## config.mk

```make
export PLATFORM = sky130hd
export DESIGN_NAME = axil2wb_arb_bridge
export DESIGN_NICKNAME = d
export VERILOG_FILES = /design/src/rtl/axil2wb_pkg.sv /design/src/rtl/axil2wb_req_buf.sv /design/src/rtl/axil2wb_arb_bridge.sv
export SDC_FILE = /design/constraint.sdc
export NUM_CORES = 1
export LEC_CHECK = 0
export CORE_UTILIZATION = 34
export CTS_BUF_LIST = sky130_fd_sc_hd__clkbuf_4 sky130_fd_sc_hd__clkbuf_8
export CTS_CLUSTER_DIAMETER = 100
export CTS_CLUSTER_SIZE = 28
export DETAILED_ROUTE_END_ITERATION = 6
export GPL_ROUTABILITY_DRIVEN = 0
export PLACE_DENSITY = 0.6
export SLEW_MARGIN = 20
export SYNTH_ARGS = -nofsm -noshare
export SYNTH_HDL_FRONTEND = slang
export SYNTH_HIERARCHICAL = 1
export SYNTH_SLANG_ARGS = --single-unit
```

## constraint.sdc

```tcl
create_clock -name clk_i -period 4.1 [get_ports clk_i]
set_input_delay 0.41 -clock clk_i [delete_from_list [all_inputs] [get_ports clk_i]]
set_output_delay 0.41 -clock clk_i [all_outputs]
set_load 0.03 [all_outputs]
```

## src/rtl/axil2wb_pkg.sv

```systemverilog
// Shared types and constants for the AXI4-Lite to Wishbone bridge.
// Response encodings, the bridge FSM state type, a generic request record
// and the helper that maps a Wishbone termination onto an AXI response.
package axil2wb_pkg;

    localparam logic [1:0] RESP_OKAY   = 2'b00;
    localparam logic [1:0] RESP_SLVERR = 2'b10;
    localparam logic [1:0] RESP_DECERR = 2'b11;

    localparam int REQ_ADDR_W = 32;
    localparam int REQ_DATA_W = 32;

    typedef enum logic [2:0] {
        IDLE   = 3'd0,
        WB_WR  = 3'd1,
        WB_RD  = 3'd2,
        B_RESP = 3'd3,
        R_RESP = 3'd4
    } axil2wb_state_e;

    typedef struct packed {
        logic [REQ_ADDR_W-1:0]   addr;
        logic [REQ_DATA_W-1:0]   data;
        logic [REQ_DATA_W/8-1:0] strb;
        logic                    we;
    } axil2wb_req_t;

    // err outranks ack; with neither present the cycle ended on the watchdog.
    function automatic logic [1:0] term_resp(input logic ack, input logic err);
        logic [1:0] resp;
        if (err) begin
            resp = RESP_SLVERR;
        end else if (ack) begin
            resp = RESP_OKAY;
        end else begin
            resp = RESP_DECERR;
        end
        return resp;
    endfunction

endpackage

```

## src/rtl/axil2wb_req_buf.sv

```systemverilog
// One-entry holding buffer for a single AXI request channel.
// ready is registered and mirrors the inverse of the full flag; a handshake
// fills the entry and a consume pulse (Wishbone cycle launch) empties it.
module axil2wb_req_buf #(
    parameter int WIDTH = 32
) (
    input  logic             clk_i,
    input  logic             rstn_i,
    input  logic             valid_i,
    input  logic [WIDTH-1:0] data_i,
    input  logic             consume_i,
    output logic             ready_o,
    output logic             full_o,
    output logic [WIDTH-1:0] data_o
);

    logic             full_q;
    logic             full_d;
    logic             ready_q;
    logic [WIDTH-1:0] data_q;
    logic             hs_s;

    assign hs_s = valid_i & ready_q;

    // Next fill state: a launch empties the entry, a handshake fills it.
    always_comb begin
        full_d = full_q;
        if (consume_i) begin
            full_d = 1'b0;
        end else if (hs_s) begin
            full_d = 1'b1;
        end else begin
            full_d = full_q;
        end
    end

    // Fill flag, registered ready and captured payload.
    always_ff @(posedge clk_i or negedge rstn_i) begin
        if (!rstn_i) begin
            full_q  <= 1'b0;
            ready_q <= 1'b0;
            data_q  <= {WIDTH{1'b0}};
        end else begin
            full_q  <= full_d;
            ready_q <= ~full_d;
            if (hs_s) begin
                data_q <= data_i;
            end
        end
    end

    assign ready_o = ready_q;
    assign full_o  = full_q;
    assign data_o  = data_q;

endmodule

```

## src/rtl/axil2wb_arb_bridge.sv

```systemverilog
// AXI4-Lite slave to Wishbone B4 classic master bridge.
// Independent AW/W/AR holding buffers, round-robin read/write selection on
// ties, one outstanding Wishbone cycle and per-channel response routing.
// Optional bus watchdog enabled by defining AXIL2WB_TIMEOUT_EN.
module axil2wb_arb_bridge
    import axil2wb_pkg::*;
#(
    parameter int DATA_WIDTH     = 32,
    parameter int ADDR_WIDTH     = 32,
    parameter int TIMEOUT_CYCLES = 255
) (
    input  logic                    clk_i,
    input  logic                    rstn_i,
    input  logic [ADDR_WIDTH-1:0]   s_axil_awaddr_i,
    input  logic                    s_axil_awvalid_i,
    output logic                    s_axil_awready_o,
    input  logic [DATA_WIDTH-1:0]   s_axil_wdata_i,
    input  logic [DATA_WIDTH/8-1:0] s_axil_wstrb_i,
    input  logic                    s_axil_wvalid_i,
    output logic                    s_axil_wready_o,
    output logic [1:0]              s_axil_bresp_o,
    output logic                    s_axil_bvalid_o,
    input  logic                    s_axil_bready_i,
    input  logic [ADDR_WIDTH-1:0]   s_axil_araddr_i,
    input  logic                    s_axil_arvalid_i,
    output logic                    s_axil_arready_o,
    output logic [DATA_WIDTH-1:0]   s_axil_rdata_o,
    output logic [1:0]              s_axil_rresp_o,
    output logic                    s_axil_rvalid_o,
    input  logic                    s_axil_rready_i,
    output logic [ADDR_WIDTH-1:0]   m_wb_adr_o,
    output logic [DATA_WIDTH-1:0]   m_wb_dat_o,
    input  logic [DATA_WIDTH-1:0]   m_wb_dat_i,
    output logic [DATA_WIDTH/8-1:0] m_wb_sel_o,
    output logic                    m_wb_we_o,
    output logic                    m_wb_stb_o,
    output logic                    m_wb_cyc_o,
    input  logic                    m_wb_ack_i,
    input  logic                    m_wb_err_i
);

    localparam int STRB_W = DATA_WIDTH / 8;
    localparam int WBUF_W = DATA_WIDTH + STRB_W;

    axil2wb_state_e          state_q;
    logic                    last_wr_q;
    logic [ADDR_WIDTH-1:0]   adr_q;
    logic [DATA_WIDTH-1:0]   dat_q;
    logic [STRB_W-1:0]       sel_q;
    logic                    we_q;
    logic                    cyc_q;
    logic                    bvalid_q;
    logic [1:0]              bresp_q;
    logic                    rvalid_q;
    logic [1:0]              rresp_q;
    logic [DATA_WIDTH-1:0]   rdata_q;

    logic                    aw_full_s;
    logic                    w_full_s;
    logic                    ar_full_s;
    logic [ADDR_WIDTH-1:0]   aw_addr_s;
    logic [ADDR_WIDTH-1:0]   ar_addr_s;
    logic [WBUF_W-1:0]       w_buf_s;
    logic                    wr_elig_s;
    logic                    grant_wr_s;
    logic                    grant_rd_s;
    logic                    timeout_s;
    logic                    done_s;
    logic [1:0]              resp_s;

    axil2wb_req_buf #(.WIDTH(ADDR_WIDTH)) u_aw_buf (
        .clk_i     (clk_i),
        .rstn_i    (rstn_i),
        .valid_i   (s_axil_awvalid_i),
        .data_i    (s_axil_awaddr_i),
        .consume_i (grant_wr_s),
        .ready_o   (s_axil_awready_o),
        .full_o    (aw_full_s),
        .data_o    (aw_addr_s)
    );

    axil2wb_req_buf #(.WIDTH(WBUF_W)) u_w_buf (
        .clk_i     (clk_i),
        .rstn_i    (rstn_i),
        .valid_i   (s_axil_wvalid_i),
        .data_i    ({s_axil_wdata_i, s_axil_wstrb_i}),
        .consume_i (grant_wr_s),
        .ready_o   (s_axil_wready_o),
        .full_o    (w_full_s),
        .data_o    (w_buf_s)
    );

    axil2wb_req_buf #(.WIDTH(ADDR_WIDTH)) u_ar_buf (
        .clk_i     (clk_i),
        .rstn_i    (rstn_i),
        .valid_i   (s_axil_arvalid_i),
        .data_i    (s_axil_araddr_i),
        .consume_i (grant_rd_s),
        .ready_o   (s_axil_arready_o),
        .full_o    (ar_full_s),
        .data_o    (ar_addr_s)
    );

    assign wr_elig_s = aw_full_s & w_full_s;

    // Arbitration in IDLE: a lone request wins, a tie goes opposite to last_wr.
    always_comb begin
        grant_wr_s = 1'b0;
        grant_rd_s = 1'b0;
        if (state_q == IDLE) begin
            if (wr_elig_s && ar_full_s) begin
                grant_wr_s = ~last_wr_q;
                grant_rd_s = last_wr_q;
            end else begin
                grant_wr_s = wr_elig_s;
                grant_rd_s = ar_full_s;
            end
        end else begin
            grant_wr_s = 1'b0;
            grant_rd_s = 1'b0;
        end
    end

`ifdef AXIL2WB_TIMEOUT_EN
    localparam int                CNT_W    = $clog2(TIMEOUT_CYCLES + 1);
    localparam logic [CNT_W-1:0]  CNT_LAST = CNT_W'(TIMEOUT_CYCLES - 1);

    logic [CNT_W-1:0] wdog_q;

    // Watchdog: restarts on each launch and counts every cycle cyc is high.
    always_ff @(posedge clk_i or negedge rstn_i) begin
        if (!rstn_i) begin
            wdog_q <= {CNT_W{1'b0}};
        end else if (grant_wr_s || grant_rd_s) begin
            wdog_q <= {CNT_W{1'b0}};
        end else if (cyc_q) begin
            wdog_q <= wdog_q + CNT_W'(1);
        end
    end

    assign timeout_s = cyc_q & (wdog_q == CNT_LAST);
`else
    assign timeout_s = 1'b0;
`endif

    assign done_s = m_wb_ack_i | m_wb_err_i | timeout_s;
    assign resp_s = term_resp(m_wb_ack_i, m_wb_err_i);

    // Bridge FSM: launch a Wishbone cycle, terminate it, then hold the response.
    always_ff @(posedge clk_i or negedge rstn_i) begin
        if (!rstn_i) begin
            state_q   <= IDLE;
            last_wr_q <= 1'b0;
            adr_q     <= {ADDR_WIDTH{1'b0}};
            dat_q     <= {DATA_WIDTH{1'b0}};
            sel_q     <= {STRB_W{1'b0}};
            we_q      <= 1'b0;
            cyc_q     <= 1'b0;
            bvalid_q  <= 1'b0;
            bresp_q   <= RESP_OKAY;
            rvalid_q  <= 1'b0;
            rresp_q   <= RESP_OKAY;
            rdata_q   <= {DATA_WIDTH{1'b0}};
        end else begin
            case (state_q)
                IDLE: begin
                    if (grant_wr_s) begin
                        state_q   <= WB_WR;
                        last_wr_q <= 1'b1;
                        adr_q     <= aw_addr_s;
                        dat_q     <= w_buf_s[WBUF_W-1:STRB_W];
                        sel_q     <= w_buf_s[STRB_W-1:0];
                        we_q      <= 1'b1;
                        cyc_q     <= 1'b1;
                    end else if (grant_rd_s) begin
                        state_q   <= WB_RD;
                        last_wr_q <= 1'b0;
                        adr_q     <= ar_addr_s;
                        sel_q     <= {STRB_W{1'b1}};
                        we_q      <= 1'b0;
                        cyc_q     <= 1'b1;
                    end
                end
                WB_WR: begin
                    if (done_s) begin
                        cyc_q    <= 1'b0;
                        bvalid_q <= 1'b1;
                        bresp_q  <= resp_s;
                        state_q  <= B_RESP;
                    end
                end
                WB_RD: begin
                    if (done_s) begin
                        cyc_q    <= 1'b0;
                        rvalid_q <= 1'b1;
                        rresp_q  <= resp_s;
                        rdata_q  <= (resp_s == RESP_OKAY) ? m_wb_dat_i : {DATA_WIDTH{1'b0}};
                        state_q  <= R_RESP;
                    end
                end
                B_RESP: begin
                    if (s_axil_bready_i) begin
                        bvalid_q <= 1'b0;
                        state_q  <= IDLE;
                    end
                end
                R_RESP: begin
                    if (s_axil_rready_i) begin
                        rvalid_q <= 1'b0;
                        state_q  <= IDLE;
                    end
                end
                default: begin
                    state_q <= IDLE;
                    cyc_q   <= 1'b0;
                end
            endcase
        end
    end

    assign m_wb_adr_o      = adr_q;
    assign m_wb_dat_o      = dat_q;
    assign m_wb_sel_o      = sel_q;
    assign m_wb_we_o       = we_q;
    assign m_wb_stb_o      = cyc_q;
    assign m_wb_cyc_o      = cyc_q;
    assign s_axil_bvalid_o = bvalid_q;
    assign s_axil_bresp_o  = bresp_q;
    assign s_axil_rvalid_o = rvalid_q;
    assign s_axil_rresp_o  = rresp_q;
    assign s_axil_rdata_o  = rdata_q;

endmodule
```

==> results of run 1 <==
[critical path, stage by stage, from the launching register on]
cell and delay [ns]:
dfrtp_1 0.56, nor3_4 0.26, buf_4 0.45, o21a_1 0.34, buf_4 0.44, a2bb2oi_1 0.20
[final timing paths]
kind                                                   endpoint  slack (ns)  depth (start not counted)
worst max-delay path                 m_wb_adr_o[24]$_DFFE_PN0P_        1.75                          5
worst max register to register       m_wb_adr_o[24]$_DFFE_PN0P_        1.75                          5
worst min register to register        m_wb_sel_o[0]$_DFFE_PN0P_        0.52                          1
max in group asynchronous             m_wb_adr_o[7]$_DFFE_PN0P_        2.52                          3
worst min-delay path            u_ar_buf/data_o[22]$_DFFE_PN0P_        0.48                          2
min in group clk_i               s_axil_rdata_o[21]$_DFFE_PN0P_        0.48                          2
[final cells by class]
| class | instances | share of cell area [%] |
|---|---|---|
| clock inverter | 1 | 0.0752 |
| tap | 330 | 3.54 |
| clock buffer | 11 | 1.30 |
| multi-input combinational | 292 | 26.1 |
| sequential | 217 | 46.6 |
| inverter | 1 | 0.0322 |
| timing repair buffer | 260 | 22.3 |
[power by group]
group	total [mW]	switching (mW)	internal, mW
clock network	0.897	0.644	0.253
logic	4.91	2.37	2.54
registers	3.80	0.640	3.16
total	9.61	3.65	5.95
[layer usage]
| metal | wire length, um | vias up | global-route usage [%] |
|---|---|---|---|
| met3 | 1380 | 14 | 3.28 |
| met5 | 0 | - | 0 |
| met2 | 9690 | 172 | 24.8 |
| met1 | 9890 | 2736 | 23.0 |
| met4 | 278 | 0 | 3.23 |
| li1 | - | 2466 | - |
[registers in the layout, summed over array words and instances, names as in the netlist]
| signal | count |
|---|---|
| u_w_buf/full_o | 1 |
| u_ar_buf/full_o | 1 |
| m_wb_sel_o | 4 |
| s_axil_bresp_o | 2 |
| s_axil_rresp_o | 2 |
| u_ar_buf/data_o | 32 |
| s_axil_rvalid_o | 1 |
| state_q | 3 |
| s_axil_rdata_o | 32 |
| u_w_buf/data_o | 36 |
| u_aw_buf/data_o | 32 |
| s_axil_bvalid_o | 1 |
| u_ar_buf/ready_o | 1 |
| m_wb_adr_o | 32 |
| u_aw_buf/ready_o | 1 |
| m_wb_dat_o | 32 |
| u_aw_buf/full_o | 1 |
| u_w_buf/ready_o | 1 |
| m_wb_we_o | 1 |
| m_wb_cyc_o | 1 |
[cell usage after synthesis, drive strengths merged]
library cell	number	area share [%]
or2	4	0.28
and3b	1	0.10
a21boi	1	0.085
nand3b	1	0.085
o21a	2	0.17
nor3b	1	0.085
a221oi	1	0.10
nand2	13	0.81
mux2	132	21
o21bai	1	0.085
a21oi	11	0.63
o21ai	3	0.17
a22o	34	3.4
a2bb2oi	32	3.2
o22a	4	0.40
clkbuf	11	0.47
inv	1	0.043
dfrtp	217	62
nor2b	3	0.21
o22ai	33	2.3
nand2b	1	0.071
buf	27	3.3
a21o	2	0.17
and2	2	0.14
nor3	1	0.18
and3	1	0.071
nor2	8	0.34
[logic make-up after synthesis]
kind of cell / count (synthesis) / synth area share [%]
muxes: 132 / 21.3
DFF: 217 / 61.7
and+or+nand+nor: 36 / 2.39
AOI/OAI and AO/OA: 124 / 10.7
buffers and inverters: 39 / 3.85
[through the flow]
stage                     instances  worst slack (ns)  hold slack [ns]
final                          1112              1.75            0.476
after global routing           1112              1.52            0.444
after CTS                      1112              1.67            0.442
after detailed placement       1099              1.60            0.471
after global placement         1099              1.64            0.470
after floorplan                 548              2.53            0.114
[repair_timing]
item	CTS	global route
endpoints found under the hold margin	86	0
hold buffers	1	0
endpoints found under the setup margin	0	0
==> flow_summary.json, run 1 <==
{
  "status": "complete, no violations",
  "path_clk_slew_ns": 0.17,
  "skew_ns": 0.0173,
  "wl_per_cell_um": 19.1,
  "cts_tree": "done",
  "grt_first_pass_wirelength_mm": 33.3,
  "die_w_um": 163,
  "core-area_mm2": 0.0253,
  "cts_root_buf": "clkbuf_8",
  "drt-total-wl_mm": 21.2,
  "num-fill-cells": 2306,
  "dpl.hpwl_mm": 13.9,
  "multiInputGateArea_mm2": 0.00304,
  "die_height_um": 163,
  "final_common_cell": "clkdlybuf4s50_1",
  "ant_nets": 0,
  "min_period_ns": 2.35,
  "vias": 5388,
  "ys_ff_latch": 217,
  "p_leak_nw": 5.21,
  "clockBufferDepth": 3,
  "timing.rr.start": "state_q[1]$_DFFE_PN0P_",
  "worstSetupPathType": "reg -> reg",
  "clk_latency_ns": 0.52,
  "placed_cell_area_mm2": 0.0115,
  "hold_path.class": "in -> async",
  "cts_setup_buffers": 0,
  "report.final.slew_viol_count": 0,
  "hold_viol": 0,
  "rsz0062_at_grt": "no",
  "final_area_mm2": 0.0116,
  "cts_resized": 0,
  "critPathArrivalTime_ns": 2.79,
  "worst_pin_slew_ns": 0.725,
  "grt_max_degree": 89,
  "grt_antenna_before_repair": 0,
  "worstSetupEndpointType": "register",
  "track_usage_pct": 16.0,
  "fp.dieArea_mm2": 0.0265,
  "postLayoutCoreUtil_pct": 46.1,
  "fmax_mhz": 425,
  "ys_seq_area_share_pct": 61.7,
  "finalSetupViolations": 0,
  "timing.final.crit_share_pct": 57.4,
  "area_delta_synth_final_pct": 32.4,
  "p_total_mw": 9.61,
  "drive_gt1_share_pct": 21.0,
  "p_per_area_mw_per_mm2": 825,
  "finalSetupTns_ns": 0,
  "start_util_pct": 34.8,
  "postSynthAreaPerCell_um2": 16.1,
  "avgViaCountPerCell": 4.85,
  "final_nets": 924,
  "cts.sinks": 217,
  "cts_htree_levels": 1,
  "syn_area_mm2": 0.00880,
  "tritoncts.num_buffers": 11,
  "pin_count": 253,
  "ys_warn_count": 6,
  "synthDistinctLibCells": 33,
  "core.rowCount": 58,
  "n_antenna_cell": 0,
  "path_max_fanout": 35,
  "cp.required_ns": 4.54,
  "worstSetupStartpointType": "register",
  "firstDrtPassIters": 4,
  "drtIter0Drc": 343,
  "grt_overflow_total": 0,
  "syn_inst": 548,
  "cap_viol_max_count": 0,
  "grt_pass1_vias": 5666,
  "route.detailed.drc": 0,
  "layout_common_cells": "251 x clkdlybuf4s50_1, 217 x dfrtp_1, 104 x mux2_4, 34 x a22o_1, 33 x o22ai_1",
  "syn_nets": 689,
  "cp-startpoint": "state_q[1]$_DFFE_PN0P_",
  "regArea_mm2": 0.00543,
  "ir_drop_mv": 0.426,
  "slew-limit-headroom_pct": 51.5,
  "io_buffers": 252
}
Power figures use the tool's default switching activity.
==> inputs of run 2 (changes only) <==
--- a/config.mk
+++ b/config.mk
@@ -11,7 +11,7 @@
 export CTS_CLUSTER_SIZE = 28
 export DETAILED_ROUTE_END_ITERATION = 6
 export GPL_ROUTABILITY_DRIVEN = 0
-export PLACE_DENSITY = 0.6
+export PLACE_DENSITY = 0.63
 export SLEW_MARGIN = 20
 export SYNTH_ARGS = -nofsm -noshare
 export SYNTH_HDL_FRONTEND = slang
==> constraint.sdc (replaced) <==
create_clock -name clk_i -period 2.15 [get_ports clk_i]
set_input_delay 0.215 -clock clk_i [delete_from_list [all_inputs] [get_ports clk_i]]
set_output_delay 0.215 -clock clk_i [all_outputs]
set_load 0.03 [all_outputs]
==> run 2 against run 1 <==
  * Utilization grew 0.85 points
  * Clock skew grew 0.0064 ns
  * Non-clock buffer count grew 14
  * Sequential share of layout area is 0.85 points lower
  * Sequential power up 92%
  * Cell area up 1.8%
==> flow_summary.json, run 2 (same netlist as run 1, synthesis figures left out) <==
{
  "cts.sinks": 217,
  "report.final.slew_viol_count": 0,
  "regArea_mm2": 0.00543,
  "max_stage_delay_ns": 0.79,
  "pin_count": 253,
  "path_clk_slew_ns": 0.17,
  "grt_pass1_vias": 5739,
  "layout_setup_ws_ns": 0.114,
  "drt-total-wl_mm": 21.2,
  "cts_root_buf": "clkbuf_8",
  "ant_nets": 0,
  "drtIter0Drc": 234,
  "path_max_fanout": 6,
  "firstDrtPassIters": 5,
  "final_nets": 938,
  "avgViaCountPerCell": 4.89,
  "core-area_mm2": 0.0253,
  "hold_path.class": "in -> async",
  "clk_latency_ns": 0.52,
  "die_height_um": 163,
  "critPathArrivalTime_ns": 1.82,
  "cts_tree": "done",
  "worst_pin_slew_ns": 0.488,
  "multiInputGateArea_mm2": 0.00304,
  "min_period_ns": 2.04,
  "finalSetupViolations": 0,
  "drive_gt1_share_pct": 22.2,
  "grt_first_pass_wirelength_mm": 33.1,
  "cts_setup_buffers": 0,
  "grt_max_degree": 62,
  "worstPathCellList": "clkdlybuf4s50_1",
  "r2r_end": "m_wb_dat_o[14]$_DFFE_PN0P_",
  "core.rowCount": 58,
  "fmax_mhz": 491,
  "timing.rr.start": "u_ar_buf/full_o$_DFF_PN0_",
  "n_antenna_cell": 0,
  "final_common_cell": "clkdlybuf4s50_1",
  "largest_reg_flops": 36,
  "status": "complete, no violations",
  "cp.buffers_inverters": 1,
  "slowest_stage": "clkdlybuf4s50_1",
  "layout_common_cells": "251 x clkdlybuf4s50_1, 217 x dfrtp_1, 104 x mux2_4, 34 x a22o_1, 33 x o22ai_1",
  "area_delta_synth_final_pct": 34.8,
  "wl_per_cell_um": 18.8,
  "skew_ns": 0.0237,
  "die_w_um": 163,
  "dpl.hpwl_mm": 14.6,
  "crit_family": "buffers and inverters",
  "timing.final.crit_share_pct": 94.7,
  "cts_resized": 0,
  "worstSetupStartpointType": "register",
  "track_usage_pct": 15.9,
  "start_util_pct": 34.8,
  "finalSetupTns_ns": 0,
  "num-fill-cells": 2255,
  "fp.dieArea_mm2": 0.0265,
  "cts_htree_levels": 1,
  "crit_cells": 1,
  "route.detailed.drc": 0,
  "tritoncts.num_buffers": 11,
  "grt_antenna_before_repair": 0,
  "worst_r2r_path_depth": 4,
  "hold_viol": 0,
  "clockBufferDepth": 3,
  "p_leak_nw": 5.32,
  "cap_viol_max_count": 0,
  "ir_drop_mv": 0.773,
  "rsz0062_at_grt": "no",
  "worstSetupPathType": "reg -> out",
  "grt_overflow_total": 0,
  "io_buffers": 252,
  "rrSetupSlack_ns": 0.40,
  "p_per_area_mw_per_mm2": 1570,
  "place_ws_ns": 0.417,
  "cp.required_ns": 1.93,
  "worstSetupEndpointType": "primary output",
  "slew-limit-headroom_pct": 67.5,
  "vias": 5508
}
==> run 2: layout make-up <==
class	count	area share, %
Multi-Input combinational cell	292	25.6
Tap cell	330	3.48
Clock buffer	11	1.28
Sequential cell	217	45.8
Timing Repair Buffer	274	23.6
Inverter	1	0.0316
Clock inverter	2	0.295
==> run 2: worst max-delay path by stage <==
stage,endpoint,start
3_3_place_gp,m_wb_dat_o[8]$_DFFE_PN0P_,u_w_buf/full_o$_DFF_PN0_
6_report,m_wb_we_o,m_wb_we_o$_DFFE_PN0P_
2_1_floorplan,m_wb_dat_o[0]$_DFFE_PN0P_,m_wb_we_o$_DFFE_PN0P_
4_1_cts,m_wb_we_o,m_wb_we_o$_DFFE_PN0P_
3_5_place_dp,m_wb_dat_o[5]$_DFFE_PN0P_,u_w_buf/full_o$_DFF_PN0_
5_1_grt,m_wb_we_o,m_wb_we_o$_DFFE_PN0P_
==> run 2: per-layer routing <==
metal	vias up	track usage (%)	wire length, um	part of all wire [%]
met5	-	0	0	0
met4	0	4.33	421	2.0
met3	22	2.70	1240	5.9
met2	161	25.4	10000	47
met1	2827	22.1	9580	45
li1	2498	-	-	-
==> run 2: what timing repair did <==
action                                  in CTS  in global routing
endpoints found under the hold margin       55                  0
hold buffers                                 1                  0
endpoints found under the setup margin       0                  0
==> run 2: where the power goes <==
part / leakage, nW / internal [mW] / switching (mW)
registers: 2.58 / 6.04 / 1.25
logic: 2.64 / 5.03 / 4.56
clock network: 0.0971 / 0.600 / 1.18
total: 5.32 / 11.7 / 6.99
==> run 2: per-stage QoR <==
step | area (um2) | power, mW | instances | hold slack, ns | util [%]
floorplan | 8800 | 13.6 | 548 | -0.0806 | -
global placement | 11700 | 16.9 | 1113 | 0.196 | 46.2
detailed placement | 11700 | 17.0 | 1113 | 0.196 | 46.2
CTS | 11900 | 18.9 | 1127 | 0.198 | 47.0
global route | 11900 | 19.7 | 1127 | 0.234 | 47.0
finish | 11900 | 18.7 | 1127 | 0.204 | 47.0
